==> src/rtl/uart_line_packetizer.sv <==
// Frames each pixel line as SYNC0 SYNC1 IDXH IDXL payload CSUM and paces the
// bytes into an RS232C transmitter with a start/busy handshake.
module uart_line_packetizer #(
    parameter int unsigned LINE_BYTES = 1280,
    parameter logic [7:0]  SYNC0      = 8'hAA,
    parameter logic [7:0]  SYNC1      = 8'h55,
    parameter int unsigned GUARD      = 4
) (
    input  logic        rs_clk,
    input  logic        rs_reset,
    input  logic        in_valid,
    input  logic [7:0]  in_data,
    input  logic        in_sof,
    input  logic        in_eol,
    output logic        in_ready,
    output logic        tx_start,
    output logic [7:0]  tx_data,
    input  logic        tx_busy,
    output logic [15:0] line_idx,
    output logic        err
);

    localparam int unsigned GW   = $clog2(GUARD + 1);
    localparam logic [15:0] LAST = 16'(LINE_BYTES - 1);

    typedef enum logic [2:0] {IDLE, HDR0, HDR1, IDXH, IDXL, PAY, CSUM} state_t;

    state_t         state_q, state_d;
    logic [GW-1:0]  guard_q;
    logic [15:0]    cnt_q;
    logic [7:0]     csum_q;
    logic           pad_q;

    logic           send_rdy_c;
    logic           fire_c;
    logic           accept_c;
    logic [7:0]     byte_c;

    // Busy is masked while the guard counter runs down after each start pulse.
    assign send_rdy_c = (guard_q == '0) && !tx_busy;

    always_ff @(posedge rs_clk or posedge rs_reset) begin
        if (rs_reset) state_q <= IDLE;
        else          state_q <= state_d;
    end

    always_comb begin
        state_d  = state_q;
        in_ready = 1'b0;
        fire_c   = 1'b0;
        accept_c = 1'b0;
        byte_c   = 8'h00;
        case (state_q)
            IDLE: if (in_valid) state_d = HDR0;
            HDR0: if (send_rdy_c) begin
                fire_c  = 1'b1;
                byte_c  = SYNC0;
                state_d = HDR1;
            end
            HDR1: if (send_rdy_c) begin
                fire_c  = 1'b1;
                byte_c  = SYNC1;
                state_d = IDXH;
            end
            IDXH: if (send_rdy_c) begin
                fire_c  = 1'b1;
                byte_c  = line_idx[15:8];
                state_d = IDXL;
            end
            IDXL: if (send_rdy_c) begin
                fire_c  = 1'b1;
                byte_c  = line_idx[7:0];
                state_d = PAY;
            end
            PAY: begin
                // After a short line the remainder is zero-filled without upstream.
                if (pad_q) begin
                    if (send_rdy_c) begin
                        fire_c = 1'b1;
                        if (cnt_q == LAST) state_d = CSUM;
                    end
                end else begin
                    in_ready = send_rdy_c;
                    if (send_rdy_c && in_valid) begin
                        fire_c   = 1'b1;
                        accept_c = 1'b1;
                        byte_c   = in_data;
                        if (cnt_q == LAST) state_d = CSUM;
                    end
                end
            end
            CSUM: if (send_rdy_c) begin
                fire_c  = 1'b1;
                byte_c  = csum_q;
                state_d = IDLE;
            end
            default: state_d = IDLE;
        endcase
    end

    always_ff @(posedge rs_clk or posedge rs_reset) begin
        if (rs_reset) begin
            tx_start <= 1'b0;
            tx_data  <= 8'h00;
            guard_q  <= '0;
            line_idx <= 16'h0000;
            err      <= 1'b0;
            cnt_q    <= 16'h0000;
            csum_q   <= 8'h00;
            pad_q    <= 1'b0;
        end else begin
            tx_start <= fire_c;
            if (fire_c) begin
                tx_data <= byte_c;
                guard_q <= GW'(GUARD);
            end else if (guard_q != '0) begin
                guard_q <= guard_q - GW'(1);
            end

            if (state_q == IDLE && in_valid && in_sof) line_idx <= 16'h0000;

            if (state_q == PAY && fire_c) begin
                csum_q <= csum_q + byte_c;
                cnt_q  <= cnt_q + 16'd1;
            end

            // Framing checks on bytes actually taken from upstream.
            if (accept_c) begin
                if (in_eol && cnt_q != LAST) begin
                    pad_q <= 1'b1;
                    err   <= 1'b1;
                end
                if (!in_eol && cnt_q == LAST) err <= 1'b1;
                if (in_sof && cnt_q != 16'h0000) err <= 1'b1;
            end

            if (state_q == CSUM && fire_c) begin
                line_idx <= line_idx + 16'd1;
                cnt_q    <= 16'h0000;
                csum_q   <= 8'h00;
                pad_q    <= 1'b0;
            end
        end
    end

endmodule

==> config.mk <==
export PLATFORM = sky130hd
export DESIGN_NAME = uart_line_packetizer
export DESIGN_NICKNAME = d
export VERILOG_FILES = /design/src/rtl/uart_line_packetizer.sv
export SDC_FILE = /design/constraint.sdc
export NUM_CORES = 1
export LEC_CHECK = 0
export CORE_ASPECT_RATIO = 1.2
export CORE_UTILIZATION = 45
export DETAILED_ROUTE_END_ITERATION = 7
export PLACE_DENSITY = 0.67
export SYNTH_ARGS = -nofsm -noshare
export SYNTH_HDL_FRONTEND = slang
export SYNTH_SLANG_ARGS = --single-unit
==> constraint.sdc <==
create_clock -name rs_clk -period 3.55 [get_ports rs_clk]
set_input_delay 0.71 -clock rs_clk [delete_from_list [all_inputs] [get_ports rs_clk]]
set_output_delay 0.71 -clock rs_clk [all_outputs]
set_load 0.02 [all_outputs]
[Word level (Yosys, flattened, before mapping)]
Index checks and enable logic that the tools add are counted.
Cells by class
  reduce and logical (&&, ||, !) cells: 25
  mux-type cells: 40
  equality and inequality tests: 16
  add/subtract/negate cells: 4
Operators with widths (count)
  2-to-1 mux 16 bit: 4
  2-to-1 mux 8 bit: 8
  one-hot mux 8 bit (6 select lines): 1
  2-to-1 mux 3 bit: 12
  adder 16 x 1 -> 16 bit, second input constant: 2
  one-hot mux 3 bit (7 select lines): 1
  equality test 16 x 11 -> 1 bit, second input constant: 1
  != test 16 x 11 -> 1 bit, second input constant: 1
  nonzero test 16 bit: 1
  2-to-1 mux 1 bit: 12
  != test 2 bit, second input constant: 6
  nonzero test 2 bit: 5
  equality test 3 bit, second input constant: 3
  logical AND 1 bit: 9
  adder 8 bit: 1
  AND reduction 8 bit: 1
  2-to-1 mux 7 bit: 1
  equality test 3 x 2 -> 1 bit, second input constant: 2
  zero test 3 bit: 2
  != test 3 bit, second input constant: 2
  nonzero test 3 bit: 2
  OR reduction 5 bit: 1
  AND reduction 2 bit: 2
  equality test 3 x 1 -> 1 bit, second input constant: 1
  other kinds (3): 4
Word-level totals
  bits of input ports: 14
  flip-flop bits (word level): 57
  logic and storage cells: 94
  output and inout port bits: 27

[Logic depth before layout (Yosys ltp)]
  depth after elaboration: 9
  mapped depth: 14
  mapped depth without buffers: 13

[Worst setup path before layout]
No wires, ideal clock.
  path type: in2reg
  start: input port in_valid
  end: register csum_q[7]
  required time: 3.419 ns
  cell stages on the path: 11
  setup slack: 0.500 ns
  setup time: 0.131 ns
  data arrival time: 2.919 ns
  buffers on the path: 0
  cell sequence: nor2b_1 nor3b_1 a222oi_1 o21ai_0 ha_1 and2_1 a221oi_1 a21oi_1 nor2_1 xnor2_1 o211ai_1
On the way
  word-level cells in the longest chain between the ends: 7
  elaborated cells on any way between the ends: 13
  classes of those cells: add/sub (1); mux (8); reduce/logical (4)
Ends and longest elaborated chain
  from (decl): line 11  | input logic in_valid,
  logical AND 1 bit: line 84  | if (send_rdy_c && in_valid) begin
  2-to-1 mux 8 bit: line 84
  2-to-1 mux 8 bit: line 77  | if (pad_q) begin
  one-hot mux 8 bit (6 select lines): line 53  | case (state_q)
  net byte_c[4]: line 37  | logic [7:0] byte_c;
  adder 8 bit: line 123  | csum_q <= csum_q + byte_c;
  2-to-1 mux 8 bit: line 122  | if (state_q == PAY && fire_c) begin
  2-to-1 mux 8 bit: line 137  | if (state_q == CSUM && fire_c) begin
  to (signal assigned): line 123
  to (decl): line 31  | logic [7:0] csum_q;
The timed path passes the listed nets, and every way through them passes these cells. The select of a mux whose other input is x is not followed.
A chain may end at the register's enable or synchronous reset.

[Worst setup path after layout]
  start: input port tx_busy
  end: output port in_ready
On the way
  word-level cells in the longest chain between the ends: 4
Ends and longest elaborated chain
  from (decl): line 18  | input logic tx_busy,
  zero test 1 bit: line 40  | assign send_rdy_c = (guard_q == '0) && !tx_busy;
  logical AND 1 bit: line 40
  2-to-1 mux 1 bit: line 77
  2-to-1 mux 1 bit: line 53
  to (decl): line 15  | output logic in_ready,
Every way passes these cells.

==> metrics.md <==
| Metric | Value |
|---|---|
| Result of the run | completed |
| Number of sinks driven by the clock tree | 57 |
| Most frequent cells in the layout | dfrtp_1 (57), nand2_1 (40), clkdlybuf4s50_1 (40), nor2_1 (26), o21ai_0 (24) |
| Detailed-placement wirelength estimate | 5.61 mm |
| Worst reg2reg path endpoint | csum_q[7] |
| Combined global-route utilization of all metal layers | 22.4% |
| Peak clock frequency supported by timing | 301 MHz |
| Hold Vio Cnt, Final | 0 |
| Number of violations of the max-capacitance limit | 0 |
| Flop and latch count out of synthesis | 57 |
| Share of post-route cells with drive strength above 1 | 11.5% |
| Number of cells on the worst hold path | 1 |
| Critical-path maximum fanout | 11 |
| Crit path time final | 3.32 ns |
| Worst hold path endpoint | tx_data[0] |
| Total number of vias | 2806 |
| Number of I/O port buffers | 40 |
| Transition time at the pin with the least slew margin | 0.666 ns |
| Worst-case reg-to-reg path depth | 10 |
| Cell-internal power | 0.00139 W |
| Violation count after the first detailed-routing iteration | 136 |
| Power consumption | 0.00208 W |
| Setup Buffers After CTS | 0 |
| DRC errors left | 0 |
| Detail-routed via count per cell | 5.68 |
| Post-cts gate resize count | 0 |
| RSZ-0062 raised after global routing | false |
| Synthesized net count | 378 |
| Net load switching power | 0.000688 W |
| Final Max Slew Viols | 0 |
| Router iterations before antenna repair | 6 |
| Remaining antenna violation count after routing | 0 |
| Die Outline Area | 0.00760 mm^2 |
| Register-to-register path setup slack | 0.47 ns |
| Setup violation total in the final timing report | 0 |
| Detailed-route wire length | 7.81 mm |
| Largest net degree at the start of global routing | 58 |
| Ports placed on the boundary | 41 |
| Global route total overflow | 0 |
| Clock tree skew after final layout | 0.0108 ns |
| Cell area after placement | 0.00385 mm^2 |
| Die Ht | 95.3 um |
| Worst-case setup slack after placement | 0.00659 ns |
| Launch point of the worst reg-to-reg path | state_q[1] |
| Share of synthesized area occupied by flip-flops and latches | 43.7% |
| Number of global-route vias before repair | 2704 |
| Cells after synthesis | 350 |
| Data required time at the worst endpoint | 2.84 ns |
| Post-route clock period utilization | 93.5% |
| Clock root buffer | clkbuf_8 |
| Number of buffers created by CTS | 9 |
| Post-synthesis async set-or-reset flop share | 100% |
| Total core area | 0.00694 mm^2 |
| Initial antenna violation count | 0 |
| Diodes inserted | 0 |
| Max rail drop VDD | 0.000324 V |
| Die extent in x | 79.8 um |
| Post-Layout Inst Area | 0.00404 mm^2 |
| First-pass GRT wire length | 12.8 mm |
| Type of destination of the critical path | primary output |
| CTS Hold Bufs | 0 |
| Yosys warns | 0 |
| Unique cell type count in the Yosys netlist | 50 |
| Leading cell type in the layout, fill and taps excluded | dfrtp_1 |
| Class of the most critical hold timing path | reg -> reg |
| Number of buffers on the longest clock path | 2 |
| Crit path DAT | 2.61 ns |
| Launch point of the worst hold path | tx_data[0] |
| Number of H-tree levels | 3 |
| Static leakage power | 1.88 nW |
| Final worst-path setup slack | 0.232 ns |
| Initial core utilization | 47.1% |
| Combined area of all synthesized cells | 0.00326 mm^2 |
| Total number of nets in the final design | 430 |
| Path type of the worst setup path | in -> out |
| Clk pwr share | 28.8% |
| Setup TNS | 0 ns |
| Sequential fraction of design power | 40.4% |
| Primary FF master, synth | dfrtp_1 |
| Logic pwr share | 30.8% |
| WL/cell | 15.8 um |
| Area delta synth->final | 23.8% |
| Post-route worst hold slack | 0.475 ns |
| Average footprint of a synthesized cell | 9.33 um^2 |
| EDFF count, synth | 0 |
| Switching share of total power | 33.1% |
| Max-slew headroom at the worst pin | 55.4% |
| Setup crit start kind | input pin |
| Placer congestion estimate | 0.845 |
| CTS tree | yes |
| Fillers | 624 |
| Latest clock arrival within the worst-skew pair | 0.33 ns |
| CTS clk-pin slew, worst paths | 0.07 ns |
| # rows | 33 |
| Power per unit of standard cell area | 515 mW/mm^2 |
==> sequential cells by signal, indices dropped and copies added (netlist names) <==
name / cells
guard_q: 3
err: 1
line_idx: 16
tx_data: 8
state_q: 3
pad_q: 1
csum_q: 8
cnt_q: 16
tx_start: 1
==> power by group through the flow <==
| stage | logic, W | registers [W] | clock network (W) |
|---|---|---|---|
| 2_1_floorplan | 0.000407 | 0.000864 | 0 |
| 3_3_place_gp | 0.000632 | 0.000846 | 0 |
| 3_5_place_dp | 0.000646 | 0.000852 | 0 |
| 4_1_cts | 0.000650 | 0.000840 | 0.000617 |
| 5_1_grt | 0.000707 | 0.000854 | 0.000644 |
| 6_report | 0.000641 | 0.000842 | 0.000599 |
==> cells in the mapped netlist, drive strengths merged (2+ instances only) <==
cell	count	area (um^2)
dfrtp	57	1430
nand2	40	150
nor2	26	97.6
o21ai	26	130
nand3	19	95.1
ha	13	163
inv	13	48.8
xor2	11	96.3
a21o	10	75.1
clkbuf	10	37.5
xnor2	10	87.6
a21oi	9	45.0
nand4	9	56.3
nor3	9	45.0
a22o	8	70.1
mux2	7	78.8
mux2i	7	73.8
buf	6	33.8
o31ai	6	45.0
or3	6	37.5
and3	5	31.3
o211ai	5	37.5
a31oi	4	25.0
a222oi	3	30.0
and2	3	18.8
nor2b	3	18.8
nor4	3	18.8
a211oi	2	15.0
nand2b	2	12.5
nor3b	2	15.0
or2	2	12.5
==> cell type report <==
cell class              instances  area (um^2)  area share [%]
inverters                      14         52.6            1.30
clock inverters                 6         57.6            1.42
clock buffers                  10          138            3.40
flip-flops and latches         57         1430            35.3
multi-input cells             263         1720            42.5
repair buffers                 57          541            13.4
well taps                      87          109            2.69
==> routing by layer <==
| layer | wire, um | vias up | global-route usage [%] |
|---|---|---|---|
| li1 | - | 1354 | - |
| met1 | 3390 | 1375 | 27.3 |
| met2 | 3990 | 66 | 38.8 |
| met3 | 315 | 11 | 4.98 |
| met4 | 117 | 0 | 7.74 |
| met5 | 0 | - | 0 |
==> worst max-delay path, cell delays in order <==
cell             delay (ns)
clkdlybuf4s50_1        0.43
nor3b_1                0.19
buf_4                  0.21
nand4_1                0.19
nor2_1                 0.23
clkdlybuf4s50_1        0.65
==> worst max path at each step <==
stage / startpoint / cells after the start / endpoint
floorplan: in_valid / 11 / csum_q[7]
global placement: in_valid / 13 / csum_q[7]
detailed placement: in_valid / 13 / csum_q[7]
global route: tx_busy / 6 / in_ready
CTS: tx_busy / 6 / in_ready
finish: tx_busy / 6 / in_ready
==> logic make-up after synthesis <==
kind of cell | count (synthesis) | share of synthesized area [%]
flops | 57 | 43.7
compound gates | 81 | 16.9
simple gates | 132 | 19.4
buf+inv | 30 | 3.79
fa+ha+maj | 15 | 5.90
mux | 14 | 4.68
xor+xnor | 21 | 5.63
==> metrics by stage <==
step	std cells	util, %
6_report	494	58.3
5_1_grt	494	58.3
4_1_cts	494	58.3
3_5_place_dp	478	55.5
3_3_place_gp	478	55.5
2_1_floorplan	350	-
(Power assumes the default switching activity.)
